--- config.mk ---
export PLATFORM = sky130hd
export DESIGN_NAME = fifo_rd_unload
export DESIGN_NICKNAME = d
export VERILOG_FILES = /design/src/rtl/fifo_rd_unload_pkg.sv /design/src/rtl/fifo_skid2.sv /design/src/rtl/fifo_rd_unload.sv
export SDC_FILE = /design/constraint.sdc
export NUM_CORES = 1
export LEC_CHECK = 0
export CORE_MARGIN = 2
export CORE_UTILIZATION = 50
export CTS_CLUSTER_SIZE = 24
export DETAILED_ROUTE_END_ITERATION = 8
export HOLD_SLACK_MARGIN = 0.05
export PLACE_DENSITY_LB_ADDON = 0.3
export SLEW_MARGIN = 5
export SYNTH_ARGS = -nofsm -noshare
export SYNTH_HDL_FRONTEND = slang
export SYNTH_SLANG_ARGS = --single-unit
--- constraint.sdc ---
create_clock -name clk_rd -period 3.2 [get_ports clk_rd]
set_input_delay 0.48 -clock clk_rd [delete_from_list [all_inputs] [get_ports clk_rd]]
set_output_delay 0.48 -clock clk_rd [all_outputs]
set_load 0.005 [all_outputs]
--- src/rtl/fifo_rd_unload_pkg.sv ---
// Shared constants for the FIFO read-side unloader: FSM state encodings,
// skid buffer sizing and the pointer-width helper used for configuration checks.
package fifo_rd_unload_pkg;

  localparam logic [0:0] ST_RUN   = 1'b0;
  localparam logic [0:0] ST_FLUSH = 1'b1;

  localparam int SKID_DEPTH = 2;

  typedef logic [1:0] occ_t;

  function automatic int ptrWidthOf(input int depth);
    return $clog2(depth);
  endfunction

endpackage

--- src/rtl/fifo_skid2.sv ---
// Two-entry skid buffer with a registered head; words leave in arrival order.
// A simultaneous push and pop keeps occupancy and shifts the skid entry forward.
module fifo_skid2
  import fifo_rd_unload_pkg::*;
#(
  parameter int FIFOWIDTH = 72
) (
  input  logic                 clk,
  input  logic                 rst_n,
  input  logic                 i_clr,
  input  logic                 i_push,
  input  logic [FIFOWIDTH-1:0] i_push_data,
  input  logic                 i_pop,
  output occ_t                 o_occ,
  output logic                 o_head_valid,
  output logic [FIFOWIDTH-1:0] o_head_data
);

  occ_t                 r_occ;
  logic [FIFOWIDTH-1:0] r_head;
  logic [FIFOWIDTH-1:0] r_skid;

  // The caller never pushes into a full buffer without also popping.
  always_ff @(posedge clk) begin
    if (!rst_n) begin
      r_occ  <= '0;
      r_head <= '0;
      r_skid <= '0;
    end else if (i_clr) begin
      r_occ <= '0;
    end else begin
      case (r_occ)
        2'd0: begin
          if (i_push) begin
            r_head <= i_push_data;
            r_occ  <= 2'd1;
          end
        end
        2'd1: begin
          if (i_push && i_pop) begin
            r_head <= i_push_data;
          end else if (i_push) begin
            r_skid <= i_push_data;
            r_occ  <= 2'd2;
          end else if (i_pop) begin
            r_occ <= 2'd0;
          end
        end
        default: begin
          if (i_pop) begin
            r_head <= r_skid;
            if (i_push) begin
              r_skid <= i_push_data;
            end else begin
              r_occ <= 2'd1;
            end
          end
        end
      endcase
    end
  end

  assign o_occ        = r_occ;
  assign o_head_valid = (r_occ != 2'd0);
  assign o_head_data  = r_head;

endmodule

--- src/rtl/fifo_rd_unload.sv ---
// Read-side unloader: pops the async FIFO into a 2-entry skid buffer and streams words out.
// Optional flush support is compiled in with FIFO_RD_FLUSH_EN.
module fifo_rd_unload
  import fifo_rd_unload_pkg::*;
#(
  parameter int FIFODEPTH    = 16,
  parameter int FIFOWIDTH    = 72,
  parameter int FIFOPTRWIDTH = 4
) (
  input  logic                  clk_rd,
  input  logic                  rst_rd_n,
  input  logic [FIFOPTRWIDTH:0] numfilled,
  input  logic [FIFOWIDTH-1:0]  rdata,
  input  logic                  underflow,
  output logic                  rstb,
  input  logic                  rd_en,
  output logic                  out_valid,
  output logic [FIFOWIDTH-1:0]  out_data,
  input  logic                  out_ready,
  input  logic                  err_clr,
  output logic                  underflow_err
`ifdef FIFO_RD_FLUSH_EN
  ,
  input  logic                  flush,
  output logic                  flush_busy
`endif
);

  if (ptrWidthOf(FIFODEPTH) != FIFOPTRWIDTH) begin : g_cfg_check
    $error("fifo_rd_unload: FIFOPTRWIDTH must equal log2(FIFODEPTH)");
  end

  occ_t                 w_occ;
  logic                 w_head_valid;
  logic [FIFOWIDTH-1:0] w_head_data;
  logic                 r_inflight;
  logic                 r_underflow_err;
  logic                 w_accept;
  logic [2:0]           w_committed;
  logic                 w_room;
  logic                 w_has_data;
  logic                 w_run_pop;
  logic                 w_push;
  logic                 w_clr;

  assign w_accept    = w_head_valid & out_ready;
  assign w_has_data  = (numfilled != '0);
  // Words already owned by the buffer, net of the one leaving this cycle, must stay below two.
  assign w_committed = {1'b0, w_occ} + {2'b00, r_inflight};
  assign w_room      = (w_committed < (3'(SKID_DEPTH) + {2'b00, w_accept}));
  assign w_run_pop   = rd_en & w_has_data & w_room;

`ifdef FIFO_RD_FLUSH_EN
  logic [0:0] r_state;
  logic       w_in_flush;

  assign w_in_flush = (r_state == ST_FLUSH);
  assign w_clr      = ~w_in_flush & flush;
  assign w_push     = r_inflight & ~w_in_flush;
  assign rstb       = rst_rd_n & (w_in_flush ? w_has_data : w_run_pop);
  assign flush_busy = w_in_flush;

  // Stay in FLUSH until the FIFO is empty, the last pop has returned and flush is released.
  always_ff @(posedge clk_rd) begin
    if (!rst_rd_n) begin
      r_state <= ST_RUN;
    end else if (r_state == ST_RUN) begin
      if (flush) begin
        r_state <= ST_FLUSH;
      end
    end else if (!w_has_data && !r_inflight && !flush) begin
      r_state <= ST_RUN;
    end
  end
`else
  assign w_clr  = 1'b0;
  assign w_push = r_inflight;
  assign rstb   = rst_rd_n & w_run_pop;
`endif

  always_ff @(posedge clk_rd) begin
    if (!rst_rd_n) begin
      r_inflight <= 1'b0;
    end else begin
      r_inflight <= rstb;
    end
  end

  always_ff @(posedge clk_rd) begin
    if (!rst_rd_n) begin
      r_underflow_err <= 1'b0;
    end else if (underflow) begin
      r_underflow_err <= 1'b1;
    end else if (err_clr) begin
      r_underflow_err <= 1'b0;
    end
  end

  fifo_skid2 #(
    .FIFOWIDTH(FIFOWIDTH)
  ) u_skid (
    .clk         (clk_rd),
    .rst_n       (rst_rd_n),
    .i_clr       (w_clr),
    .i_push      (w_push),
    .i_push_data (rdata),
    .i_pop       (w_accept),
    .o_occ       (w_occ),
    .o_head_valid(w_head_valid),
    .o_head_data (w_head_data)
  );

  assign out_valid     = w_head_valid;
  assign out_data      = w_head_data;
  assign underflow_err = r_underflow_err;

endmodule

After elaboration in Yosys (flattened, before gate mapping):

Cells that the tools add are included.

* flip-flop bits (word level): 148
* bits in latches: 0
* memory bits (writable): 0
* ROM bits: 0
* input bits: 83
* output and inout bits: 75
* logic and storage cells: 46
* memories: 0

* $add $sub $neg: 2
* $mul: 0
* div/mod/pow operators: 0
* magnitude comparators: 1
* equality and inequality tests: 6
* shifts and indexed selects: 0
* mux-type cells: 17
* bitwise operators: 5
* reductions and logical operators: 10

Operator list (count)
* $mux W72: 6
* $pmux W72 S2: 2
* $mux W2: 6
* $reduce_and A3 Y1: 2
* $reduce_bool A2 Y1: 3
* $reduce_and A5 Y1: 1
* $reduce_bool A5 Y1: 1
* $and A1 B1 Y1: 4
* $ne A2 B2 Y1 const B: 2
* $pmux W2 S2: 1
* $add A2 B1 Y3: 1
* $add A2 B1 Y3 const A: 1
* $lt A3 B3 Y1: 1
* $ne A3 B1 Y1 const B: 1
* $ne A3 B2 Y1 const B: 1
* $reduce_bool A3 Y1: 1
* $eq A2 B1 Y1 const B: 1
* $logic_not A2 Y1: 1
* $mux W1: 2
* $ne A2 B1 Y1 const B: 1
* $logic_and A1 B1 Y1: 1
* $not A1 Y1: 1

Longest topological paths before layout:

Gate-level depths: netlist of the first run.

* word-level depth: 6
* depth in mapped cells: 7
* gate-level depth less buffers: 4

By module:

From an unflattened synthesis of the first run, not the netlist that was laid out.

* cell total of the unflattened synthesis: 525
* area, all modules: 6207.2 µm²

By module, submodules not included
* fifo_skid2: times used 1, cells an instance 511, area an instance 6067.1 µm²
* fifo_rd_unload: times used 1, cells an instance 14, area an instance 140.1 µm²

Least setup slack after synthesis of the first run:

No wires, ideal clock.

* path kind: input to output
* start: input port numfilled[0]
* end: output port rstb
* data arrival time: 1.175 ns
* required time: 2.720 ns
* slack: 1.545 ns
* stages on the path: 3
* cells stage by stage: or4_1 nor2_1 a211oi_1

* longest elaborated chain between the ends: 4

Ends and longest elaborated chain
* from (decl): line fifo_rd_unload.sv:12 `input logic [FIFOPTRWIDTH:0] numfilled,`
* $reduce_bool A5 Y1: line fifo_rd_unload.sv:47 `assign w_has_data = (numfilled != '0);`
* $and A1 B1 Y1 (2 in series): line fifo_rd_unload.sv:51 `assign w_run_pop = rd_en & w_has_data & w_room;`
* $and A1 B1 Y1: line fifo_rd_unload.sv:78 `assign rstb = rst_rd_n & w_run_pop;`
* to (decl): line fifo_rd_unload.sv:15 `output logic rstb,`

No other way between the ends.

Worst setup path after layout of the first run:

* start: register u_skid.r_occ[1], in the netlist u_skid.o_occ[1]
* end: output port rstb

* longest elaborated chain between the ends: 6
* elaborated cells on any way between the ends: 7

Ends and longest elaborated chain
* from (decl): line fifo_skid2.sv:19 `occ_t r_occ;`
* from (signal assigned): line fifo_skid2.sv:26 `r_occ <= '0;`
* from (signal assigned): line fifo_skid2.sv:30 `r_occ <= '0;`
* from (signal assigned): line fifo_skid2.sv:36 `r_occ <= 2'd1;`
* $reduce_bool A2 Y1: line fifo_skid2.sv:64 `assign o_head_valid = (r_occ != 2'd0);`
* $and A1 B1 Y1: line fifo_rd_unload.sv:46 `assign w_accept = w_head_valid & out_ready;`
* $add A2 B1 Y3: line fifo_rd_unload.sv:50 `assign w_room = (w_committed < (3'(SKID_DEPTH) + {2'b00, w_accept}));`
* $lt A3 B3 Y1 (*): line fifo_rd_unload.sv:50
* $and A1 B1 Y1 (*): line fifo_rd_unload.sv:51
* $and A1 B1 Y1 (*): line fifo_rd_unload.sv:78

Every way passes the cells marked *; elsewhere a longest branch is shown, timed or not.

==> flow_summary.json, run 1 <==
{
  "cp-end-kind": "output port",
  "ctsResizeCount": 0,
  "outcome": "completed",
  "die_y_um": 118,
  "antenna_found_initial": 0,
  "clockBufferDepth": 2,
  "finalSetupViolCount": 0,
  "post_drt_wl_per_cell_um": 16.3,
  "max_slew.worst_pin.slew_ns": 0.963,
  "rr_worst_depth": 4,
  "synth_top_area_frac": 0.453,
  "synth_most_common_cell": "dfxtp_1",
  "min_path_type": "in2reg",
  "drt_iter0_drc": 341,
  "yosys-top-cells-count": "dfxtp_1, mux2i_1, nand2_1, nand3_1, o211a_1",
  "die_x_um": 118,
  "crit_arrival_ns": 2.26,
  "power_leakage_nw": 3.69,
  "htree_levels": 4,
  "critical_path_buf_inv_count": 1,
  "crit_type": "reg2out",
  "ant_nets": 0,
  "seq_area_frac_synth": 0.453,
  "synth_seq_cells": 148,
  "fin_nets": 874,
  "numClockSinks": 148,
  "io_pins": 158,
  "groute.usage.overall": 0.225,
  "grt_overflow": 0,
  "initial_utilization": 0.515,
  "crit_path_start_kind": "flip-flop",
  "async_flop_share": 0,
  "ir_worst_vdd_v": 0.000294,
  "grt_max_degree": 220,
  "required_ns": 2.72,
  "max-cap-violations": 0,
  "cts_setup_buffers": 0,
  "yosysWarnings": 0,
  "ys_top_cells_by_area": "dfxtp_1, mux2i_1, o211a_1",
  "crit_cells": 4,
  "cts_tree": "done",
  "crit_path_end": "rstb",
  "clkTransAtPathRegs_ns": 0.06,
  "critical-path-top-delay-family": "flip-flops",
  "numPortBuffers": 157,
  "gp_congestion": 0.737,
  "syn_inst": 671,
  "placed_area_um2": 8090,
  "slew_violations": 0,
  "p_per_area_nw_per_um2": 517,
  "clockRootBuffer": "clkbuf_16",
  "coreArea_um2": 12700,
  "cts_made_buffers": 17,
  "syn_nets": 756,
  "dr_total_vias": 5378,
  "viasPerCell": 5.53,
  "path_cells": "or2_1, nand3b_1, a211oi_1, clkdlybuf4s50_1",
  "layout_min_cycle_time_ns": 2.74,
  "rows": 41,
  "period_share": 0.857,
  "die-area_um2": 14000,
  "cts_hold_buffers": 0,
  "slowest_stage": "dfxtp_4",
  "yosys.area.top_type": "dfxtp_1",
  "finalClockSkew_ns": 0.00829,
  "insertion_delay_ns": 0.41,
  "drc": 0,
  "avgSynthCellArea_um2": 9.76,
  "maxSlewHeadroom": 0.358,
  "grt_pass1_wl_um": 25700,
  "rsz0062_at_grt": "false",
  "setup.worst_path.start": "u_skid.o_occ[1]",
  "drt-pass1-iter-count": 5,
  "synth_cell_type_count": 30,
  "rrSetupSlack_ns": 0.98,
  "synth.cell_area_um2": 6550,
  "critPathMaxFanout": 27,
  "grt_pass1_vias": 5344,
  "dp_hpwl_um": 9790,
  "ys.flop_type": "dfxtp_1",
  "r2r-start": "u_skid.o_occ[1]",
  "synth_edf_count": 0,
  "wl_um": 15800,
  "n_antenna_cell": 0,
  "slowest_delay_ns": 0.63,
  "hold_violations": 0,
  "layout-drive-gt1-share": 0.0513,
  "fin_area_um2": 8660,
  "area_delta_synth_final_pct": 32.2,
  "tns_ns": 0,
  "timing.fmax_ghz": 0.365,
  "rr_endpoint": "u_skid.o_head_data[44]"
}
[layout make-up]
type / count / area, um2
clock inverter: 5 / 75.1
tap: 172 / 215
timing repair buffer: 164 / 1640
sequential: 148 / 2970
clock buffer: 25 / 495
inverter: 2 / 7.51
multi-input combinational: 456 / 3260
fill: 1007 / 4070
[report_power, final]
group / leakage [nW] / switching, mW / internal [mW]
combinational: 2.20 / 0.238 / 0.333
clock: 0.283 / 0.700 / 1.22
sequential: 1.21 / 0.0550 / 1.93
total: 3.69 / 0.993 / 3.48
[cell families after synthesis]
| family | count (synthesis) | synth area share |
|---|---|---|
| mux | 145 | 0.222 |
| simple gates | 229 | 0.150 |
| compound gates | 80 | 0.118 |
| buf+inv | 67 | 0.0531 |
| fa+ha+maj | 2 | 0.00382 |
| flops | 148 | 0.453 |
[worst min-delay path by stage]
stage | to | cells after the start | start | slack (ns)
finish | r_inflight | 3 | rst_rd_n | 0.36
global route | r_inflight | 3 | rst_rd_n | 0.37
CTS | r_inflight | 3 | rst_rd_n | 0.34
detailed placement | u_skid.r_skid[62] | 2 | u_skid.r_skid[62] | 0.45
global placement | u_skid.r_skid[33] | 2 | u_skid.r_skid[33] | 0.44
floorplan | u_skid.r_skid[0] | 2 | u_skid.r_skid[0] | 0.43
[state kept, by name, indices dropped and copies added, names as in the netlist]
name / count
r_inflight: 1
u_skid.o_head_data: 72
u_skid.o_occ: 2
underflow_err: 1
u_skid.r_skid: 72
[per-stage QoR]
stage / total power, mW / std cells / hold WS (ns) / worst slack (ns) / util
floorplan: 2.28 / 671 / 0.434 / 1.54 / -
global placement: 2.58 / 942 / 0.441 / 0.532 / 0.636
detailed placement: 2.60 / 942 / 0.449 / 0.527 / 0.636
CTS: 4.51 / 972 / 0.339 / 0.464 / 0.680
global route: 4.65 / 972 / 0.372 / 0.381 / 0.680
finish: 4.48 / 972 / 0.361 / 0.458 / 0.680
[placed cells by master, fill, tap and decap left out, types with 2 or more instances in the layout]
master and count:
nand2b_1 2, clkdlybuf4s50_1 156, a211oi_1 2, dfxtp_1 147
nor2b_1 2, nand2_1 144, nand3b_1 2, nand3_1 73
o211a_1 72, bufinv_16 2, clkbuf_8 4, clkbuf_16 17
clkinv_2 3, mux2i_1 144, ha_1 2, clkbuf_1 4
buf_4 6
[tightest hold or removal path, cell delays in order]
cell	delay [ns]
buf_6	0.10
nand3b_1	0.09
a211oi_1	0.05
[layer usage]
| layer | track usage | routed length [um] | vias to the layer above | part of all wire |
|---|---|---|---|---|
| met4 | 0.0804 | 212 | 0 | 0.013 |
| met3 | 0.0792 | 1040 | 19 | 0.066 |
| met1 | 0.269 | 6830 | 2600 | 0.43 |
| li1 | - | - | 2606 | - |
| met5 | 0 | 0 | - | 0 |
| met2 | 0.375 | 7750 | 153 | 0.49 |
Power figures use the tool's default switching activity.
==> inputs of run 2 (changes only) <==
Settings changed: CORE_UTILIZATION 50 to 54.
==> run 2 against run 1 <==
  * Sequential cell count unchanged
  * Register-to-register slack better by 0.06 ns
  * Routed wire length down 0.62%
  * Clock power down 6%
  * Die area down 7.2%
  * Clock skew down 0.0022 ns
  * Maximum frequency up 4.8%
  * Global-route usage up 2.2 points
  * Design area down 0.71%
  * Via count up 0.54%
  * Sequential share of layout area up 0.24 points
==> flow_summary.json, run 2 (synthesis gave the netlist of run 1 again) <==
{
  "outcome": "completed",
  "drt_iter0_drc": 346,
  "placed_area_um2": 8070,
  "die_y_um": 114,
  "final_common_cell": "clkdlybuf4s50_1",
  "grtUsageMet1": 0.316,
  "numClockSinks": 148,
  "dp_hpwl_um": 10100,
  "period_share": 0.818,
  "drc": 0,
  "grt_pass1_vias": 5311,
  "antenna_found_initial": 0,
  "htree_levels": 4,
  "grt_pass1_wl_um": 25600,
  "top_usage_layer": "met2",
  "viasPerCell": 5.69,
  "met3_usage": 0.0678,
  "hold_violations": 0,
  "die-area_um2": 13000,
  "clkTransAtPathRegs_ns": 0.06,
  "clockRootBuffer": "clkbuf_16",
  "finalSetupViolCount": 0,
  "groute.usage.overall": 0.247,
  "cts_hold_buffers": 0,
  "finalClockSkew_ns": 0.00613,
  "cts_made_buffers": 17,
  "numPortBuffers": 157,
  "grt_max_degree": 130,
  "clockBufferDepth": 2,
  "tns_ns": 0,
  "dr_total_vias": 5407,
  "io_pins": 158,
  "max_slew.worst_pin.slew_ns": 1.19,
  "crit_type": "reg2out",
  "maxSlewHeadroom": 0.210,
  "gp_congestion": 0.741,
  "power_leakage_nw": 3.67,
  "layout_min_cycle_time_ns": 2.62,
  "rsz0062_at_grt": "false",
  "initial_utilization": 0.550,
  "timing.fmax_ghz": 0.382,
  "wl_um": 15700,
  "drt-pass1-iter-count": 5,
  "mostFrequentLayoutCells": "clkdlybuf4s50_1, dfxtp_1, mux2i_1, nand2_1, nand3_1",
  "rows": 40,
  "cts_setup_buffers": 0,
  "coreArea_um2": 11900,
  "max-cap-violations": 0,
  "final_util": 0.722,
  "fin_area_um2": 8600,
  "min_path_type": "in2reg",
  "area_delta_synth_final_pct": 31.3,
  "slew_violations": 0,
  "die_x_um": 114,
  "critPathMaxFanout": 5,
  "grt_overflow": 0,
  "crit_arrival_ns": 2.14,
  "p_per_area_nw_per_um2": 507,
  "ctsResizeCount": 0,
  "insertion_delay_ns": 0.42,
  "layout-drive-gt1-share": 0.0498,
  "post_drt_wl_per_cell_um": 16.5,
  "ant_nets": 0,
  "grt_use_met2": 0.400,
  "required_ns": 2.72,
  "ir_worst_vdd_v": 0.000275,
  "cp-end-kind": "output port",
  "n_antenna_cell": 0,
  "crit_path_start_kind": "flip-flop",
  "cts_tree": "done",
  "fin_nets": 876
}
-- run 2: cell types whose count changed in the layout (fill, tap and decap cells not counted) --
cell / previous run / this run
clkinvlp_4: 0 / 1
bufinv_16: 2 / 1
buf_4: 6 / 8
clkbuf_1: 4 / 9
clkbuf_8: 4 / 1
-- run 2: metal layers --
| layer | routed length [um] | up-vias |
|---|---|---|
| met4 | 288 | 0 |
| met3 | 1010 | 22 |
| met1 | 6890 | 2612 |
| met2 | 7550 | 171 |
| li1 | - | 2602 |
| met5 | 0 | - |
-- run 2: worst paths after layout --
check | startpoint | end | slack [ns] | depth (start not counted)
setup / recovery | u_skid.o_occ[0] | rstb | 0.58 | 4
hold / removal | rst_rd_n | r_inflight | 0.37 | 3
setup reg to reg | u_skid.o_occ[1] | u_skid.o_head_data[43] | 1.04 | 4
hold reg to reg | u_skid.r_skid[49] | u_skid.r_skid[49] | 0.46 | 2
-- run 2: critical path: stages, from the launching register on --
cell,delay [ns]
dfxtp_1,0.46
ha_1,0.28
nand3b_1,0.18
a211oi_1,0.27
clkdlybuf4s50_1,0.54
-- run 2: stage by stage --
| step | cells | total power [mW] | worst slack, ns | hold slack, ns |
|---|---|---|---|---|
| 2_1_floorplan | 671 | 2.28 | 1.54 | 0.434 |
| 5_1_grt | 951 | 4.54 | 0.455 | 0.355 |
| 6_report | 951 | 4.36 | 0.584 | 0.366 |
| 3_3_place_gp | 919 | 2.58 | 0.655 | 0.441 |
| 4_1_cts | 951 | 4.39 | 0.564 | 0.347 |
| 3_5_place_dp | 919 | 2.60 | 0.651 | 0.449 |
-- run 2: final cells by class --
type / count / area (um2)
clock buffer: 27 / 473
tap: 147 / 184
fill: 857 / 3320
timing repair buffer: 166 / 1650
multi-input combinational: 456 / 3260
clock inverter: 5 / 52.6
sequential: 148 / 2970
inverter: 2 / 7.51
-- run 2: power breakdown --
part | internal [mW] | leakage, nW | switching [mW]
Sequential | 1.93 | 1.21 | 0.0555
Combinational | 0.336 | 2.21 | 0.239
Clock | 1.09 | 0.253 | 0.712
Total | 3.35 | 3.67 | 1.01
==> inputs of run 3 (changes only) <==
Settings changed: CORE_UTILIZATION 54 to 50.
Clock period 3.2 ns to 2.6 ns, I/O delays scaled along.
==> run 3 against run 2 <==
  * Cell count is 2.1% higher
  * First-iteration DRC count is 0.58% higher
  * Critical endpoint is now u_skid.o_head_data[18]
  * Sequential power is 23% higher
  * Worst setup slack worse by 0.16 ns
  * Via count is 0.28% lower
==> flow_summary.json, run 3 (synthesis gave the netlist of run 1 again) <==
{
  "cts_made_buffers": 17,
  "numPortBuffers": 157,
  "max-cap-violations": 0,
  "htree_levels": 4,
  "gp_congestion": 0.735,
  "top_usage_layer": "met2",
  "rows": 41,
  "ant_nets": 0,
  "wl_um": 16100,
  "fin_nets": 873,
  "cts_tree": "done",
  "viasPerCell": 5.55,
  "dr_total_vias": 5392,
  "max_slew.worst_pin.slew_ns": 1.19,
  "grt_use_met2": 0.392,
  "met3_usage": 0.0652,
  "crit_arrival_ns": 2.50,
  "grt_max_degree": 220,
  "final_common_cell": "clkdlybuf4s50_1",
  "crit_path_start_kind": "flip-flop",
  "cp-end-kind": "flip-flop",
  "tns_ns": 0,
  "pre_cts_ws_ns": 0.109,
  "drt_iter0_drc": 348,
  "initial_utilization": 0.515,
  "finalClockSkew_ns": 0.00382,
  "outcome": "completed",
  "die-area_um2": 14000,
  "rsz0062_at_grt": "false",
  "groute.usage.overall": 0.229,
  "timing.fmax_ghz": 0.459,
  "die_x_um": 118,
  "n_antenna_cell": 0,
  "cts_hold_buffers": 0,
  "coreArea_um2": 12700,
  "clkTransAtPathRegs_ns": 0.05,
  "crit_type": "reg2reg",
  "dp_hpwl_um": 9880,
  "setup_slack_ns": 0.421,
  "post_drt_wl_per_cell_um": 16.6,
  "die_y_um": 118,
  "mostFrequentLayoutCells": "clkdlybuf4s50_1, dfxtp_1, mux2i_1, nand2_1, nand3_1",
  "min_path_type": "in2reg",
  "hold_violations": 0,
  "grtUsageMet1": 0.273,
  "final_util": 0.678,
  "power_leakage_nw": 3.68,
  "critPathMaxFanout": 67,
  "slew_violations": 0,
  "io_pins": 158,
  "grt_pass1_vias": 5367,
  "drt-pass1-iter-count": 5,
  "numClockSinks": 148,
  "layout_min_cycle_time_ns": 2.18,
  "cts_setup_buffers": 0,
  "p_per_area_nw_per_um2": 613,
  "period_share": 0.838,
  "required_ns": 2.92,
  "clockBufferDepth": 2,
  "grt_overflow": 0,
  "maxSlewHeadroom": 0.204,
  "layout-drive-gt1-share": 0.0513,
  "clockRootBuffer": "clkbuf_16",
  "holdWs_ns": 0.270,
  "grt_pass1_wl_um": 26200,
  "drc": 0,
  "area_delta_synth_final_pct": 31.6,
  "ir_worst_vdd_v": 0.000348,
  "antenna_found_initial": 0,
  "insertion_delay_ns": 0.42,
  "finalSetupViolCount": 0
}
## run 3: changes by cell type in the layout (fill, tap and decap cells not counted)
cell,previous run,this run
clkbuf_8,1,3
buf_4,8,3
dlymetal6s2s_1,0,1
bufinv_16,1,0
clkinvlp_4,1,0
clkdlybuf4s50_1,156,155
clkbuf_1,9,4
buf_12,1,3
clkinv_2,3,6
dfxtp_2,0,1
dfxtp_1,147,146
## run 3: timing repair
action,4_1_cts,5_1_grt
resized for setup,0,2
endpoints found under the setup margin,0,1
endpoints found under the hold margin,0,0
## run 3: power breakdown
group          switching, mW  leakage, nW  internal, mW  total, mW
Sequential            0.0677         1.21          2.38       2.45
Combinational          0.296         2.21         0.411      0.707
Clock                  0.863        0.259          1.27       2.13
## run 3: worst max-delay path, stage by stage (launching register included)
cell and delay, ns:
dfxtp_4 0.47, buf_4 0.95, mux2i_1 0.29, nand3_1 0.13
o211a_1 0.19
## run 3: path summary, 6_finish.rpt
check,startpoint,to,slack [ns],depth (start not counted)
max,u_skid.o_occ[1],u_skid.o_head_data[18],0.42,4
min,rst_rd_n,r_inflight,0.27,3
max reg2reg,u_skid.o_occ[1],u_skid.o_head_data[18],0.42,4
min reg2reg,u_skid.r_skid[8],u_skid.r_skid[8],0.46,2
## run 3: area by class of cell
type                       instances  area [um2]
timing repair buffer             163        1660
clock buffer                      24         482
clock inverter                     6        30.0
sequential                       148        2970
tap                              172         215
multi-input combinational        456        3260
inverter                           2        7.51
fill                            1043        4100
## run 3: metrics by stage
step / instances / power (mW) / instance area [um2]
floorplan: 671 / 2.81 / 6550
finish: 971 / 5.29 / 8620
detailed placement: 941 / 3.20 / 8100
CTS: 971 / 5.33 / 8620
global placement: 941 / 3.18 / 8100
global route: 971 / 5.50 / 8620
## run 3: metal layers
layer,vias to the layer above,wire [um]
li1,2592,-
met1,2622,6910
met2,156,7900
met3,22,997
met4,0,263
met5,-,0
